<file path="config.mk">
export PLATFORM = sky130hd
export DESIGN_NAME = alu_req_sequencer_flat
export DESIGN_NICKNAME = d
export VERILOG_FILES = /design/src/rtl/alu_req_sequencer_if.sv /design/src/rtl/alu_req_sequencer.sv /design/src/flat_wrapper.sv
export SDC_FILE = /design/constraint.sdc
export NUM_CORES = 1
export LEC_CHECK = 0
export CAP_MARGIN = 20
export CORE_ASPECT_RATIO = 0.75
export CORE_MARGIN = 2
export CORE_UTILIZATION = 50
export DETAILED_ROUTE_END_ITERATION = 16
export DONT_BUFFER_PORTS = 1
export GPL_ROUTABILITY_DRIVEN = 0
export GPL_TIMING_DRIVEN = 0
export PLACE_DENSITY = 0.73
export SLEW_MARGIN = 20
export SYNTH_ARGS = -nofsm -noshare
export SYNTH_HDL_FRONTEND = slang
export SYNTH_SLANG_ARGS = --single-unit
</file>
<file path="constraint.sdc">
create_clock -name clk -period 2.75 [get_ports clk]
set_input_delay 0.275 -clock clk [delete_from_list [all_inputs] [get_ports clk]]
set_output_delay 0.275 -clock clk [all_outputs]
set_load 0.02 [all_outputs]
</file>
<file path="src/rtl/alu_req_sequencer_if.sv">
// Request/response bundle between two command sources, one response consumer
// and the ALU request sequencer.
interface alu_req_sequencer_if #(
    parameter int WIDTH = 16
);
    logic                      req0_valid;
    logic                      req0_ready;
    logic signed [WIDTH-1:0]   req0_a;
    logic signed [WIDTH-1:0]   req0_b;
    logic [3:0]                req0_fun;

    logic                      req1_valid;
    logic                      req1_ready;
    logic signed [WIDTH-1:0]   req1_a;
    logic signed [WIDTH-1:0]   req1_b;
    logic [3:0]                req1_fun;

    logic                      rsp_valid;
    logic                      rsp_ready;
    logic                      rsp_id;
    logic signed [2*WIDTH-1:0] rsp_data;
    logic                      rsp_carry;
    logic [3:0]                rsp_flags;
    logic                      rsp_err;

    // Requesters and response consumer side.
    modport master (
        output req0_valid, req0_a, req0_b, req0_fun,
        output req1_valid, req1_a, req1_b, req1_fun,
        output rsp_ready,
        input  req0_ready, req1_ready,
        input  rsp_valid, rsp_id, rsp_data, rsp_carry, rsp_flags, rsp_err
    );

    // Sequencer side.
    modport slave (
        input  req0_valid, req0_a, req0_b, req0_fun,
        input  req1_valid, req1_a, req1_b, req1_fun,
        input  rsp_ready,
        output req0_ready, req1_ready,
        output rsp_valid, rsp_id, rsp_data, rsp_carry, rsp_flags, rsp_err
    );
endinterface

</file>
<file path="src/rtl/alu_req_sequencer.sv">
// Round-robin sharing of one registered signed ALU between two requesters.
// Define ALU_SEQ_DIV0_CHECK_EN to answer divide-by-zero with an error instead of issuing it.
module alu_req_sequencer #(
    parameter int WIDTH   = 16,
    parameter int ALU_LAT = 1
) (
    input  logic                      clk,
    input  logic                      rst_n,
    alu_req_sequencer_if.slave        bus,
    output logic signed [WIDTH-1:0]   alu_a_o,
    output logic signed [WIDTH-1:0]   alu_b_o,
    output logic [3:0]                alu_fun_o,
    input  logic signed [2*WIDTH-1:0] alu_arith_out_i,
    input  logic                      alu_carry_out_i,
    input  logic signed [WIDTH-1:0]   alu_logic_out_i,
    input  logic signed [WIDTH-1:0]   alu_cmp_out_i,
    input  logic signed [WIDTH-1:0]   alu_shift_out_i,
    input  logic                      alu_arith_flag_i,
    input  logic                      alu_logic_flag_i,
    input  logic                      alu_cmp_flag_i,
    input  logic                      alu_shift_flag_i
);
    localparam int CNT_W = (ALU_LAT > 1) ? $clog2(ALU_LAT) : 1;
    localparam logic [3:0] FUN_NOP = 4'd8;
    localparam logic [3:0] FUN_DIV = 4'd3;

    typedef enum logic [1:0] {S_IDLE, S_EXEC, S_CAPT, S_RESP} state_e;

    state_e                    state_q, state_d;
    logic [CNT_W-1:0]          cnt_q, cnt_d;
    logic                      last_grant_q, last_grant_d;
    logic                      id_q, id_d;
    logic signed [WIDTH-1:0]   alu_a_q, alu_a_d, alu_b_q, alu_b_d;
    logic [3:0]                alu_fun_q, alu_fun_d;
    logic signed [2*WIDTH-1:0] rsp_data_q, rsp_data_d;
    logic                      rsp_carry_q, rsp_carry_d;
    logic [3:0]                rsp_flags_q, rsp_flags_d;
    logic                      rsp_err_q, rsp_err_d;

    logic                      pick1;
    logic                      accept;
    logic signed [WIDTH-1:0]   sel_a, sel_b;
    logic [3:0]                sel_fun;
    logic                      div0;

    function automatic logic [2*WIDTH-1:0] sext(input logic [WIDTH-1:0] v);
        return {{WIDTH{v[WIDTH-1]}}, v};
    endfunction

    // With both valid, the requester that did not win last time goes first.
    assign pick1   = bus.req1_valid & (~bus.req0_valid | ~last_grant_q);
    assign accept  = (state_q == S_IDLE) & (bus.req0_valid | bus.req1_valid);
    assign sel_a   = pick1 ? bus.req1_a   : bus.req0_a;
    assign sel_b   = pick1 ? bus.req1_b   : bus.req0_b;
    assign sel_fun = pick1 ? bus.req1_fun : bus.req0_fun;

`ifdef ALU_SEQ_DIV0_CHECK_EN
    assign div0 = (sel_fun == FUN_DIV) && (sel_b == '0);
`else
    assign div0 = 1'b0;
`endif

    assign bus.req0_ready = (state_q == S_IDLE) & bus.req0_valid & ~pick1;
    assign bus.req1_ready = (state_q == S_IDLE) & pick1;
    assign bus.rsp_valid  = (state_q == S_RESP);
    assign bus.rsp_id     = id_q;
    assign bus.rsp_data   = rsp_data_q;
    assign bus.rsp_carry  = rsp_carry_q;
    assign bus.rsp_flags  = rsp_flags_q;
    assign bus.rsp_err    = rsp_err_q;
    assign alu_a_o        = alu_a_q;
    assign alu_b_o        = alu_b_q;
    assign alu_fun_o      = alu_fun_q;

    always_comb begin
        // NOTE: every signal gets its hold value first so no path can infer a latch.
        state_d      = state_q;
        cnt_d        = cnt_q;
        last_grant_d = last_grant_q;
        id_d         = id_q;
        alu_a_d      = alu_a_q;
        alu_b_d      = alu_b_q;
        alu_fun_d    = alu_fun_q;
        rsp_data_d   = rsp_data_q;
        rsp_carry_d  = rsp_carry_q;
        rsp_flags_d  = rsp_flags_q;
        rsp_err_d    = rsp_err_q;

        unique case (state_q)
            S_IDLE: begin
                if (accept) begin
                    id_d         = pick1;
                    last_grant_d = pick1;
                    if (div0) begin
                        // Answered without touching the ALU; its inputs keep the last op.
                        rsp_data_d  = '0;
                        rsp_flags_d = 4'b1000;
                        rsp_carry_d = 1'b0;
                        rsp_err_d   = 1'b1;
                        state_d     = S_RESP;
                    end else begin
                        alu_a_d   = sel_a;
                        alu_b_d   = sel_b;
                        alu_fun_d = sel_fun;
                        cnt_d     = CNT_W'(ALU_LAT - 1);
                        state_d   = S_EXEC;
                    end
                end
            end
            S_EXEC: begin
                if (cnt_q == '0) state_d = S_CAPT;
                else             cnt_d   = cnt_q - 1'b1;
            end
            S_CAPT: begin
                rsp_carry_d = 1'b0;
                rsp_err_d   = 1'b0;
                rsp_flags_d = {alu_arith_flag_i, alu_logic_flag_i, alu_cmp_flag_i, alu_shift_flag_i};
                unique case (alu_fun_q[3:2])
                    2'b00: begin
                        rsp_data_d  = alu_arith_out_i;
                        rsp_carry_d = alu_carry_out_i;
                    end
                    2'b01:   rsp_data_d = sext(alu_logic_out_i);
                    2'b10:   rsp_data_d = sext(alu_cmp_out_i);
                    default: rsp_data_d = sext(alu_shift_out_i);
                endcase
                state_d = S_RESP;
            end
            default: begin
                if (bus.rsp_ready) state_d = S_IDLE;
            end
        endcase
    end

    always_ff @(posedge clk or negedge rst_n) begin
        if (!rst_n) begin
            state_q      <= S_IDLE;
            cnt_q        <= '0;
            last_grant_q <= 1'b1;
            id_q         <= 1'b0;
            alu_a_q      <= '0;
            alu_b_q      <= '0;
            alu_fun_q    <= FUN_NOP;
            rsp_data_q   <= '0;
            rsp_carry_q  <= 1'b0;
            rsp_flags_q  <= '0;
            rsp_err_q    <= 1'b0;
        end else begin
            // NOTE: state registers use non-blocking assignment so all update together at the edge.
            state_q      <= state_d;
            cnt_q        <= cnt_d;
            last_grant_q <= last_grant_d;
            id_q         <= id_d;
            alu_a_q      <= alu_a_d;
            alu_b_q      <= alu_b_d;
            alu_fun_q    <= alu_fun_d;
            rsp_data_q   <= rsp_data_d;
            rsp_carry_q  <= rsp_carry_d;
            rsp_flags_q  <= rsp_flags_d;
            rsp_err_q    <= rsp_err_d;
        end
    end
endmodule
</file>
<file path="src/flat_wrapper.sv">
// flat-port wrapper written by rule: the top's interface ports become plain ports
module alu_req_sequencer_flat 
#(
    parameter int WIDTH   = 16,
    parameter int ALU_LAT = 1
)
  (clk, rst_n, alu_a_o, alu_b_o, alu_fun_o, alu_arith_out_i, alu_carry_out_i, alu_logic_out_i, alu_cmp_out_i, alu_shift_out_i, alu_arith_flag_i, alu_logic_flag_i, alu_cmp_flag_i, alu_shift_flag_i, bus_req0_valid, bus_req0_a, bus_req0_b, bus_req0_fun, bus_req1_valid, bus_req1_a, bus_req1_b, bus_req1_fun, bus_rsp_ready, bus_req0_ready, bus_req1_ready, bus_rsp_valid, bus_rsp_id, bus_rsp_data, bus_rsp_carry, bus_rsp_flags, bus_rsp_err);
  alu_req_sequencer_if #(.WIDTH(WIDTH)) bus_i ();
  input  logic clk;
  input  logic rst_n;
  output logic signed [WIDTH-1:0] alu_a_o;
  output logic signed [WIDTH-1:0] alu_b_o;
  output logic [3:0] alu_fun_o;
  input  logic signed [2*WIDTH-1:0] alu_arith_out_i;
  input  logic alu_carry_out_i;
  input  logic signed [WIDTH-1:0] alu_logic_out_i;
  input  logic signed [WIDTH-1:0] alu_cmp_out_i;
  input  logic signed [WIDTH-1:0] alu_shift_out_i;
  input  logic alu_arith_flag_i;
  input  logic alu_logic_flag_i;
  input  logic alu_cmp_flag_i;
  input  logic alu_shift_flag_i;
  input wire logic [$bits(bus_i.req0_valid)-1:0] bus_req0_valid;
  input wire logic [$bits(bus_i.req0_a)-1:0] bus_req0_a;
  input wire logic [$bits(bus_i.req0_b)-1:0] bus_req0_b;
  input wire logic [$bits(bus_i.req0_fun)-1:0] bus_req0_fun;
  input wire logic [$bits(bus_i.req1_valid)-1:0] bus_req1_valid;
  input wire logic [$bits(bus_i.req1_a)-1:0] bus_req1_a;
  input wire logic [$bits(bus_i.req1_b)-1:0] bus_req1_b;
  input wire logic [$bits(bus_i.req1_fun)-1:0] bus_req1_fun;
  input wire logic [$bits(bus_i.rsp_ready)-1:0] bus_rsp_ready;
  output wire logic [$bits(bus_i.req0_ready)-1:0] bus_req0_ready;
  output wire logic [$bits(bus_i.req1_ready)-1:0] bus_req1_ready;
  output wire logic [$bits(bus_i.rsp_valid)-1:0] bus_rsp_valid;
  output wire logic [$bits(bus_i.rsp_id)-1:0] bus_rsp_id;
  output wire logic [$bits(bus_i.rsp_data)-1:0] bus_rsp_data;
  output wire logic [$bits(bus_i.rsp_carry)-1:0] bus_rsp_carry;
  output wire logic [$bits(bus_i.rsp_flags)-1:0] bus_rsp_flags;
  output wire logic [$bits(bus_i.rsp_err)-1:0] bus_rsp_err;
  assign bus_i.req0_valid = bus_req0_valid;
  assign bus_i.req0_a = bus_req0_a;
  assign bus_i.req0_b = bus_req0_b;
  assign bus_i.req0_fun = bus_req0_fun;
  assign bus_i.req1_valid = bus_req1_valid;
  assign bus_i.req1_a = bus_req1_a;
  assign bus_i.req1_b = bus_req1_b;
  assign bus_i.req1_fun = bus_req1_fun;
  assign bus_i.rsp_ready = bus_rsp_ready;
  assign bus_req0_ready = bus_i.req0_ready;
  assign bus_req1_ready = bus_i.req1_ready;
  assign bus_rsp_valid = bus_i.rsp_valid;
  assign bus_rsp_id = bus_i.rsp_id;
  assign bus_rsp_data = bus_i.rsp_data;
  assign bus_rsp_carry = bus_i.rsp_carry;
  assign bus_rsp_flags = bus_i.rsp_flags;
  assign bus_rsp_err = bus_i.rsp_err;
  alu_req_sequencer #(.WIDTH(WIDTH), .ALU_LAT(ALU_LAT)) u_core (.clk(clk), .rst_n(rst_n), .bus(bus_i), .alu_a_o(alu_a_o), .alu_b_o(alu_b_o), .alu_fun_o(alu_fun_o), .alu_arith_out_i(alu_arith_out_i), .alu_carry_out_i(alu_carry_out_i), .alu_logic_out_i(alu_logic_out_i), .alu_cmp_out_i(alu_cmp_out_i), .alu_shift_out_i(alu_shift_out_i), .alu_arith_flag_i(alu_arith_flag_i), .alu_logic_flag_i(alu_logic_flag_i), .alu_cmp_flag_i(alu_cmp_flag_i), .alu_shift_flag_i(alu_shift_flag_i));
endmodule
</file>
==> results.md <==
* Die area at 8240 µm²
* Hold Crit Endpoint: u_core.bus.rsp_carry$_DFFE_PN0N_
* Gate power share at 0.332
* Synth Area in Compound Gates at 0.117
* Synth Cell Area at 3760 µm²
* Postcts setup bufs at 0
* FF+latch count, synth at 77
* Hold WC Path Type: input port to flop
* Type of origin of the critical path: flop
* Normalized max-slew margin at 0.532
* CTS tree: yes
* CTS max path bufs at 2
* Row count at 27
* Place WS at 766 ps
* Tcrit/Tclk final at 0.717
* Clock sinks at 77
* Util after Layout at 0.568
* Setup-failing EPs final at 0
* Slew Limit Fails at 0
* CORE AREA at 7330 µm²
* Most frequent cell after synthesis: dfrtp_1
* Crit. End Element: primary output
* R2R cell count at 5
* Reg2reg end: u_core.alu_b_o[12]$_DFFE_PN0P_
* Internal Pwr Total at 0.00326 W
* Critical path data required time at 2480 ps
* WHS Path Cells at 2
* Cell count after synthesis at 287
* Layout cells sized above 1 at 0.261
* Sequential share of power at 0.494
* Ys async rst share at 1.00
* Routed WL at 9200 µm
* Setup WS post-layout at 777 ps
* Psw at 0.00237 W
* Register area share after synthesis at 0.513
* Initial DRC Count at 159
* Main synth FF type: dfrtp_1
* Simple-gate share of the synthesized area at 0.0489
* Initial antenna violation count at 0
* Clock Skew at 7.87 ps
* Status: finished clean
* Max-Cap Viols at 0
* Gr usage total at 0.224
* Fin. Hold Viols at 0
* CTS root buffer: clkbuf_8
* Setup TNS at 0 ps
* RSZ-0062 raised after global routing: false
* Pwr/cell area at 1350 nW/µm²
* DP HPWL at 6990 µm
* Ant diodes at 0
* Largest cells by area after synthesis: dfrtp_1, mux2i_1, o221a_2, mux4_1, mux4_2
* Worst-path fanout max at 10
* Synth unique cells at 29
* Chip Height at 79.1 µm
* # DRC at 0
* Synthesized-area fraction occupied by adder cells at 0.0133
* Via density at 6.06
* GRT overflow at 0
* Worst-Margin Slew at 697 ps
* Share of the synthesized area in the top cell type at 0.499
* Min Tclk post-route at 1970 ps
* IO Port Bufs at 0
* Largest family of logic cells by synthesized area: multiplexers
* Mean Syn Cell Area at 13.1 µm²
* F_max at 507 MHz
* Leak pwr at 1.81 nW
* Post-synth top cells: dfrtp_1, nand2_1, mux2i_1
* Worst-path clk slew at 80 ps
* H-Tree Depth at 3
* Clock share of power at 0.174
* Io pins at 240
* Via count at 2466
* Cell taking the most area after synthesis: dfrtp_1
* Mux share of post-synthesis cell area at 0.263
* YS warnings at 0
* Vias in the first global route at 2465
* P&R area growth vs syn at 10.8%
* Pre-antenna DRT Iters at 4
* Xor/xnor share of the synthesized area at 0
* Remaining antenna violation count at 0
* Die X-Extent at 104 µm
* NumNets Final at 467
* Number of flops mapped to enable cells by yosys at 0
* Switching share of power at 0.421
* Flop2flop setup slack at 790 ps
* Hold Crit Start: alu_carry_out_i
* Clk Latency, worst-skew pair at 340 ps
* Syn nets at 453
* # resized after CTS at 0
* Largest net degree at the start of global routing at 78
* CP Class: flop to primary output
* Number of buffers created by CTS at 9
* Wire length per cell at 22.6 µm
* Peak supply drop at 0.000620 V
* Reg2Reg Launch Point: u_core.state_q[0]$_DFFE_PN0P_
* Wire length of the first global-routing pass at 14200 µm
* Starting Density at 0.513
* Critical Path AT at 1700 ps
[power by group through the flow]
| stage | clock, W | sequential [W] | combinational, W |
|---|---|---|---|
| floorplan | 0 | 0.00266 | 0.00156 |
| global placement | 0 | 0.00279 | 0.00179 |
| detailed placement | 0 | 0.00281 | 0.00187 |
| CTS | 0.00100 | 0.00279 | 0.00190 |
| global route | 0.00104 | 0.00285 | 0.00208 |
| finish | 0.000980 | 0.00278 | 0.00187 |
[worst max-delay path, cell delays in order, from the launching register on]
cell and delay (ps):
dfstp_2 550, a21boi_1 80, buf_4 220, buf_6 170, nor2_1 330
[metrics by stage]
step | hold slack, ps | total power (W) | instances | instance area, µm²
final | 65.8 | 0.00564 | 407 | 4170
after global routing | 61.6 | 0.00597 | 407 | 4170
after CTS | 50.3 | 0.00570 | 407 | 4170
after detailed placement | -18.9 | 0.00468 | 388 | 3890
after global placement | -18.3 | 0.00459 | 388 | 3890
after floorplan | -20.6 | 0.00422 | 287 | 3760
[cells by family (layout without fill, tap and decap cells)]
| logic type | after synthesis | count (layout) |
|---|---|---|
| AOI/OAI and AO/OA | 62 | 62 |
| adders and majority gates | 4 | 4 |
| buffers and inverters | 26 | 45 |
| DFF | 77 | 77 |
| muxes | 72 | 72 |
| other | 1 | 1 |
| and+or+nand+nor | 45 | 45 |
[registers in the layout (all words and copies together) (netlist names)]
register,flops
u_core.alu_a_o,16
u_core.alu_b_o,16
u_core.alu_fun_o,4
u_core.bus.rsp_carry,1
u_core.bus.rsp_data,32
u_core.bus.rsp_flags,4
u_core.bus.rsp_id,1
u_core.last_grant_q,1
u_core.state_q,2
[area by class of cell]
type,instances,area (µm²)
Inverter,4,15.0
Multi-Input combinational cell,184,1670
Tap cell,101,126
Timing Repair Buffer,3,47.5
Sequential cell,77,1930
Clock inverter,5,81.3
Buffer,22,146
Clock buffer,11,151
Fill cell,626,3160
[worst max path at each step]
stage                                         start                             endpoint  slack (ps)  depth (start not counted)
global placement      u_core.state_q[0]$_DFFE_PN0P_       u_core.alu_b_o[12]$_DFFE_PN0P_         810                          5
detailed placement    u_core.state_q[0]$_DFFE_PN0P_        u_core.alu_b_o[9]$_DFFE_PN0P_         770                          5
CTS                 u_core.last_grant_q$_DFFE_PN1P_                       bus_req0_ready         750                          4
global route          u_core.state_q[0]$_DFFE_PN0P_       u_core.alu_b_o[12]$_DFFE_PN0P_         570                          5
finish              u_core.last_grant_q$_DFFE_PN1P_                       bus_req0_ready         780                          4
floorplan           u_core.alu_fun_o[3]$_DFFE_PN1P_  u_core.bus.rsp_data[10]$_DFFE_PN0N_        1110                          4
[layout by cell type, fill, tap and decap left out, types with 2 or more instances in the layout]
| cell type | synthesis | routed |
|---|---|---|
| dfrtp_1 | 75 | 75 |
| mux4_1 | 7 | 7 |
| mux2_2 | 12 | 12 |
| buf_2 | 5 | 5 |
| o21ai_0 | 33 | 33 |
| o21ai_1 | 4 | 4 |
| mux2_4 | 8 | 8 |
| bufinv_16 | 0 | 2 |
| o221a_2 | 17 | 17 |
| ha_1 | 4 | 4 |
| clkbuf_8 | 0 | 11 |
| clkbuf_1 | 8 | 8 |
| dfstp_2 | 2 | 2 |
| o22ai_1 | 2 | 2 |
| nand2_1 | 38 | 38 |
| inv_1 | 4 | 4 |
| a21oi_1 | 2 | 2 |
| mux4_2 | 8 | 8 |
| buf_4 | 5 | 5 |
| dlygate4sd3_1 | 0 | 2 |
| buf_6 | 3 | 3 |
| mux2i_1 | 37 | 37 |
| nor2_1 | 4 | 4 |
[what timing repair did]
action | CTS | global route
hold endpoints to repair | 78 | 0
setup endpoints to repair | 0 | 0
hold buffers | 3 | 0
[routing by layer]
metal,share of wire,up-vias,track usage,wire (µm)
li1,-,1087,-,-
met1,0.41,1243,0.285,3750
met2,0.49,129,0.359,4520
met3,0.093,7,0.0887,858
met4,0.0079,0,0.0622,73
met5,0,-,0,0
Note: power is estimated with default switching activity, not from simulation.
